--- src/rtl/ps2_key_decoder.sv ---
`default_nettype none
// +----------------------------------------------------------------------------+
// | ps2_key_decoder: PS/2 line receiver and set-2 decoder driving the 11-bit  |
// | ps2_key event bus {toggle, pressed, ext, code}.          Revision: 1.0    |
// +----------------------------------------------------------------------------+
module ps2_key_decoder #(
  parameter int SYNC_STAGES    = 2,
  parameter int FILTER_LEN     = 8,
  parameter int TIMEOUT_CYCLES = 54000
) (
  input  logic        clk,
  input  logic        reset,
  input  logic        ps2_clk_in,
  input  logic        ps2_data_in,
  output logic [10:0] ps2_key,
  output logic        byte_valid,
  output logic [7:0]  byte_data,
  output logic        frame_err
);

  localparam int FW = (FILTER_LEN > 1) ? $clog2(FILTER_LEN) : 1;
  localparam int TW = $clog2(TIMEOUT_CYCLES + 1);

  typedef enum logic [2:0] {
    P_NONE    = 3'd0,
    P_EXT     = 3'd1,
    P_BRK     = 3'd2,
    P_EXT_BRK = 3'd3,
    P_SKIP    = 3'd4
  } pstate_t;

  logic [SYNC_STAGES-1:0] clk_sync;
  logic [SYNC_STAGES-1:0] data_sync;
  logic [1:0]             sync_out;
  logic [1:0]             filt;
  logic                   clk_prev;
  logic                   fall;

  always_ff @(posedge clk) begin
    if (reset) begin
      clk_sync  <= '1;
      data_sync <= '1;
      clk_prev  <= 1'b1;
    end else begin
      clk_sync  <= {clk_sync[SYNC_STAGES-2:0], ps2_clk_in};
      data_sync <= {data_sync[SYNC_STAGES-2:0], ps2_data_in};
      clk_prev  <= filt[0];
    end
  end

  assign sync_out = {data_sync[SYNC_STAGES-1], clk_sync[SYNC_STAGES-1]};

  // lane 0 = PS/2 clock, lane 1 = PS/2 data
  for (genvar g = 0; g < 2; g++) begin : g_filter
    logic          level;
    logic [FW-1:0] run;

    always_ff @(posedge clk) begin
      if (reset) begin
        level <= 1'b1;
        run   <= '0;
      end else if (sync_out[g] == level) begin
        run <= '0;
      end else if (run == FW'(FILTER_LEN - 1)) begin
        level <= sync_out[g];
        run   <= '0;
      end else begin
        run <= run + 1'b1;
      end
    end

    assign filt[g] = level;
  end

  assign fall = clk_prev & ~filt[0];

  logic [3:0]    bit_cnt;
  logic [7:0]    shift;
  logic          par_bit;
  logic [TW-1:0] to_cnt;
  logic          abort;

  always_ff @(posedge clk) begin
    if (reset) begin
      bit_cnt    <= 4'd0;
      shift      <= 8'd0;
      par_bit    <= 1'b0;
      to_cnt     <= '0;
      byte_valid <= 1'b0;
      byte_data  <= 8'd0;
      frame_err  <= 1'b0;
      abort      <= 1'b0;
    end else begin
      byte_valid <= 1'b0;
      frame_err  <= 1'b0;
      abort      <= 1'b0;
      if (fall) begin
        to_cnt <= '0;
        case (bit_cnt)
          4'd0: begin
            if (filt[1]) frame_err <= 1'b1;
            else         bit_cnt   <= 4'd1;
          end
          4'd9: begin
            par_bit <= filt[1];
            bit_cnt <= 4'd10;
          end
          4'd10: begin
            bit_cnt <= 4'd0;
            if (filt[1] && (^{shift, par_bit})) begin
              byte_valid <= 1'b1;
              byte_data  <= shift;
            end else begin
              frame_err <= 1'b1;
              abort     <= 1'b1;
            end
          end
          default: begin
            shift   <= {filt[1], shift[7:1]};
            bit_cnt <= bit_cnt + 4'd1;
          end
        endcase
      end else if (bit_cnt != 4'd0) begin
        if (to_cnt == TW'(TIMEOUT_CYCLES - 1)) begin
          bit_cnt   <= 4'd0;
          to_cnt    <= '0;
          frame_err <= 1'b1;
          abort     <= 1'b1;
        end else begin
          to_cnt <= to_cnt + 1'b1;
        end
      end
    end
  end

  pstate_t     state, state_next;
  logic [2:0]  skip_cnt, skip_next;
  logic        emit;
  logic        is_ext, is_brk;
  logic [10:0] key_next;

  assign is_ext = (state == P_EXT) || (state == P_EXT_BRK);
  assign is_brk = (state == P_BRK) || (state == P_EXT_BRK);

  always_ff @(posedge clk) begin
    if (reset) begin
      state    <= P_NONE;
      skip_cnt <= 3'd0;
      ps2_key  <= 11'd0;
    end else begin
      state    <= state_next;
      skip_cnt <= skip_next;
      if (emit) ps2_key <= key_next;
    end
  end

  // Skip is checked first so the second E1 inside the Pause sequence is swallowed too
  always_comb begin
    state_next = state;
    skip_next  = skip_cnt;
    emit       = 1'b0;
    key_next   = {~ps2_key[10], ~is_brk, is_ext, byte_data};
    if (abort) begin
      state_next = P_NONE;
    end else if (byte_valid) begin
      if (state == P_SKIP) begin
        skip_next = skip_cnt - 3'd1;
        if (skip_cnt == 3'd1) state_next = P_NONE;
      end else begin
        case (byte_data)
          8'hE1: begin
            state_next = P_SKIP;
            skip_next  = 3'd7;
          end
          8'hE0: state_next = is_brk ? P_EXT_BRK : P_EXT;
          8'hF0: state_next = is_ext ? P_EXT_BRK : P_BRK;
          8'h00, 8'hAA, 8'hEE, 8'hFA, 8'hFE, 8'hFF: state_next = P_NONE;
          default: begin
            state_next = P_NONE;
            emit       = !(is_ext && ((byte_data == 8'h12) || (byte_data == 8'h59)));
          end
        endcase
      end
    end
  end

endmodule
`default_nettype wire
--- config.mk ---
export PLATFORM = sky130hd
export DESIGN_NAME = ps2_key_decoder
export DESIGN_NICKNAME = d
export VERILOG_FILES = /design/src/rtl/ps2_key_decoder.sv
export SDC_FILE = /design/constraint.sdc
export NUM_CORES = 1
export LEC_CHECK = 0
export BUFFER_PORTS_ARGS = -buffer_cell sky130_fd_sc_hd__buf_2
export CORE_UTILIZATION = 50
export DETAILED_ROUTE_END_ITERATION = 12
export PLACE_DENSITY_LB_ADDON = 0.08
export SYNTH_ARGS = -nofsm -noshare
export SYNTH_HDL_FRONTEND = slang
export SYNTH_SLANG_ARGS = --single-unit
--- constraint.sdc ---
create_clock -name clk -period 2.3 [get_ports clk]
set_input_delay 0.46 -clock clk [delete_from_list [all_inputs] [get_ports clk]]
set_output_delay 0.46 -clock clk [all_outputs]
set_load 0.01 [all_outputs]
Word-level counts from Yosys, hierarchy flattened
Cells that the tools add are included.
{"block": "totals", "ff_bits": 70, "inputBits": 4, "output_inout_bits": 21, "wordCells": 111}
{"block": "classes", "add_sub_neg": 5, "n_eq_ne": 24, "n_mux": 26, "bitwise": 10, "n_reduce_logical": 28}
{"operator": "$eq A8 B8 Y1 const B", "n": 8}
{"operator": "$add A16 B1 Y16 const B", "n": 1}
{"operator": "$eq A16 B16 Y1 const B", "n": 1}
{"operator": "$mux W16", "n": 1}
{"operator": "$mux W4", "n": 4}
{"operator": "$mux W1", "n": 13}
{"operator": "$mux W3", "n": 4}
{"operator": "$pmux W4 S3", "n": 1}
{"operator": "$reduce_or A3 Y1", "n": 4}
{"operator": "$reduce_and A2 Y1", "n": 5}
{"operator": "$eq A3 B3 Y1 const B", "n": 3}
{"operator": "$not A1 Y1", "n": 9}
{"operator": "$pmux W3 S3", "n": 1}
{"operator": "$reduce_and A3 Y1", "n": 3}
{"operator": "$reduce_or A9 Y1", "n": 1}
{"operator": "$reduce_xor A9 Y1", "n": 1}
{"operator": "$eq A4 B4 Y1 const B", "n": 2}
{"operator": "$eq A8 B5 Y1 const B", "n": 1}
{"operator": "$eq A8 B7 Y1 const B", "n": 1}
{"operator": "$logic_not A8 Y1", "n": 1}
{"operator": "$add A3 B1 Y3 const B", "n": 2}
{"operator": "$eq A3 B1 Y1 const B", "n": 2}
{"operator": "$eq A3 B2 Y1 const B", "n": 2}
{"operator": "$reduce_bool A2 Y1", "n": 3}
{"operator": "other kinds (14)", "n": 19}

Longest topological paths before layout
{"block": "depth", "ltp_word": 8, "depth_mapped": 10, "depth_no_buf": 8}

Worst setup path before layout
OpenSTA, ideal clock, no wires.
{"block": "synth_path", "path_kind": "flip-flop to flip-flop", "start": "register bit_cnt[0]", "end": "register to_cnt[11]", "setup_time_ns": 0.117, "arrival_time_ns": 1.934, "required_time_ns": 2.183, "path_slack_ns": 0.249, "stages_incl_launch_ff": 11, "n_path_buf": 3, "period_less_slack_ns": 2.051, "path_cell_list": "dfxtp_1 -> inv_1 -> ha_1 -> or3b_1 -> buf_2 -> nand4_1 -> o31ai_1 -> nand2b_1 -> buf_2 -> buf_2 -> nor2_1"}
{"block": "synth_between", "elab_chain_cells": 1}
{"element": "start: declaration", "line_no": "77", "source": "logic [3:0] bit_cnt;"}
{"element": "start signal: assignment", "line_no": "120", "source": "bit_cnt <= bit_cnt + 4'd1;"}
{"element": "$reduce_bool A4 Y1", "line_no": "123", "source": "end else if (bit_cnt != 4'd0) begin"}
{"element": "end signal: assignment", "line_no": "130", "source": "to_cnt <= to_cnt + 1'b1;"}
{"element": "end: declaration", "line_no": "80", "source": "logic [TW-1:0] to_cnt;"}
Every way passes these cells.
A chain may end at the register's enable or synchronous reset.

Final worst setup path
{"block": "layout_path", "start": "register bit_cnt[0]", "end": "register bit_cnt[3]"}
{"block": "layout_between", "elab_chain_cells": 3, "word_cells_on_any_way": 10, "cone_classes": "add/sub (1); eq/ne (3); mux (2); reduce/logical (4)"}
{"element": "$add A4 B1 Y4 (tied with other cells)", "line_no": "120"}
{"element": "$pmux W4 S3 (tied with other cells)", "line_no": "99", "source": "case (bit_cnt)"}
{"element": "$mux W4 or $reduce_and A3 Y1 (tied branches)"}
Several ways; a longest one is shown, not always the timed one.

==> run metrics <==
Core Util, Final a little under three fifths; Max Buffers Root-to-Sink 2; Iteration-0 DRC Markers 70; core box area about 6000 µm²; final wirelength ~5300 µm; vias in the first global route ~2,000; Synth area leader dfxtp_1; dominant cell by count in the synthesized netlist dfxtp_1; drt wl/cell ~12 µm; HP Class in -> reg; Inst Count DP about 430; yosys warns 0; Antenna diodes 0; antenna violations before repair 0; Port Buffer Count 24; Syn Nets 360; Cell Area, Synth roughly 3200 µm²; GR peak layer met2; post-route ant nets 0; most frequent cells after synthesis dfxtp_1 (70), nor2_1 (53), mux2i_1 (28), nand2_1 (24), a21oi_1 (12); Top FF cell, synth dfxtp_1; slew margin rel. roughly 63%; nature of the critical path startpoint register; All-Layer GR Usage ~18%; pwr dens about 600 nW/µm²; Clk Latency, worst-skew pair 0.34 ns; register bit count reported by yosys 70; Area contributors post-synth dfxtp_1 (44%), mux2i_1 (8.8%), nor2_1 (6.3%); M2 GR Usage about 30%; Least-Margin Pin Slew 0.557 ns; post-synthesis sequential area ratio 44.2%; Async SR Flop Fraction 0%; Nets between 300 and 400; # rows 28; Clock Sinks 70; first-pass GRT wire length around 9000 µm; multi-input logic area roughly 1600 µm²; die height a little over 80 µm; Post-CTS Hold Buffers 0; Fillers ~570; cells after synthesis around 350; Worst-path clk slew 0.06 ns; Critical Path Sink Type register; first-pass iteration count of the detailed router 4; Final Non-Filler Cells ~440; M1 GR Usage between 20% and 30%; Synth top area share roughly 44%; DR vias/cell 5.26; Worst EP required approximately 2.5 ns; Max Transition Viols Final 0; fmax about 480 MHz; drt drc 0; crit path DAT approximately 2.3 ns; GR Overflow Total 0; detailed placement HPWL between 3000 and 4000 µm; register area 1400 µm²; TritonCTS clock tree yes; count of cell types in the netlist 45; Die ar. 6660 µm²; Setup Viol. Count Final 0; H-tree levels 3; Die X 81.6 µm; CTS root buf clkbuf_8; Syn Area/Cell just over 9 µm²; Initial Util 52.6%; P&R area growth vs syn 9.12%; RSZ-0062 raised after global routing no; Tot Pwr ~2.1 mW; proportion of layout cells with a drive suffix above 1 ~14%; final worst clock skew ~0.006 ns; Hold Fails Final Rpt 0; post-route setup TNS 0 ns; via count about 2,300; GRT met3 Usage 6.00%; leak pwr 1.53 nW; status finished clean; Worst Path Max Fanout 7; Num CTS Buffers 9; minimum clock period about 2.1 ns; MaxCap Viol Count 0; Post-synth EDFFs 0; Max VDD drop just over 0.4 mV; Tcrit/Tclk final between 90% and 100%; CP Class reg -> reg; placer congestion estimate 0.839; largest net degree at the start of global routing 29; I/O pin count 25
## critical path: stages, from the launching register on
cell and delay, ns:
dfxtp_1 0.43, inv_1 0.09, ha_1 0.25, or3b_1 0.20, nand4_1 0.15, o31ai_1 0.38, nand2_1 0.19, a22oi_1 0.22
nor2_1 0.06
## repair_timing
item,4_1_cts,5_1_grt
buffers inserted,0,0
setup endpoints to repair,0,3
gates resized for setup,0,1
## path summary, 6_finish.rpt
path	slack [ns]	cells past startpoint	from	end
worst max register to register	0.21	8	bit_cnt[0]	bit_cnt[3]
worst max-delay path	0.21	8	bit_cnt[0]	bit_cnt[3]
worst min register to register	0.41	1	clk_sync[0]	clk_sync[1]
worst min-delay path	0.30	2	ps2_data_in	data_sync[0]
## per-stage QoR
step	hold slack, ns	setup slack [ns]	cell area, µm²
2_1_floorplan	0.389	0.249	3170
3_3_place_gp	0.394	0.275	3290
3_5_place_dp	0.398	0.226	3290
4_1_cts	0.292	0.214	3450
5_1_grt	0.287	0.00280	3460
6_report	0.301	0.214	3460
## sequential cells by signal, indices dropped and copies added (netlist names)
register and cells:
data_sync 2, byte_valid 1, frame_err 1, clk_prev 1
byte_data 8, state 3, par_bit 1, skip_cnt 3
bit_cnt 4, ps2_key 11, g_filter.level 2, abort 1
shift 8, clk_sync 2, g_filter.run 6, to_cnt 16
## logic make-up (layout without fill, tap and decap cells)
| group | after synthesis | count (layout) | synth area share (%) |
|---|---|---|---|
| DFF | 70 | 70 | 44.2 |
| adders and majority gates | 12 | 12 | 4.66 |
| and+or+nand+nor | 144 | 144 | 22.9 |
| AOI/OAI and AO/OA | 36 | 36 | 6.87 |
| buffers and inverters | 33 | 56 | 5.49 |
| muxes | 28 | 28 | 8.85 |
| xor gates and xnor gates | 22 | 22 | 6.95 |
## cell type report
class	instances	share of cell area, %
Inverter	10	1.09
Timing Repair Buffer	30	4.78
Clock buffer	15	4.52
Sequential cell	70	40.5
Clock inverter	1	0.145
Multi-Input combinational cell	242	46.2
Tap cell	75	2.71
## layout by cell type, fill, tap and decap left out, types with 9 or more instances in the layout
cell type and instances:
a21oi_1 12, xor2_1 11, xnor2_1 9, dfxtp_1 70, inv_1 9, mux2i_1 28
nand3_1 9, ha_1 11, nand2_1 24, buf_2 24, clkbuf_8 10, nor2_1 53
## routing by layer
| metal | vias to the layer above | wire length [µm] |
|---|---|---|
| met5 | - | 0 |
| li1 | 1206 | - |
| met2 | 38 | 2450 |
| met4 | 0 | 97 |
| met3 | 8 | 212 |
| met1 | 1078 | 2570 |
## report_power, final
group	internal [mW]	switching (mW)	total, mW	leakage (nW)
combinational	0.00854	0.0208	0.0293	0.881
sequential	1.22	0.00182	1.22	0.565
clock	0.422	0.419	0.841	0.0817
Note: power is estimated with default switching activity, not from simulation.
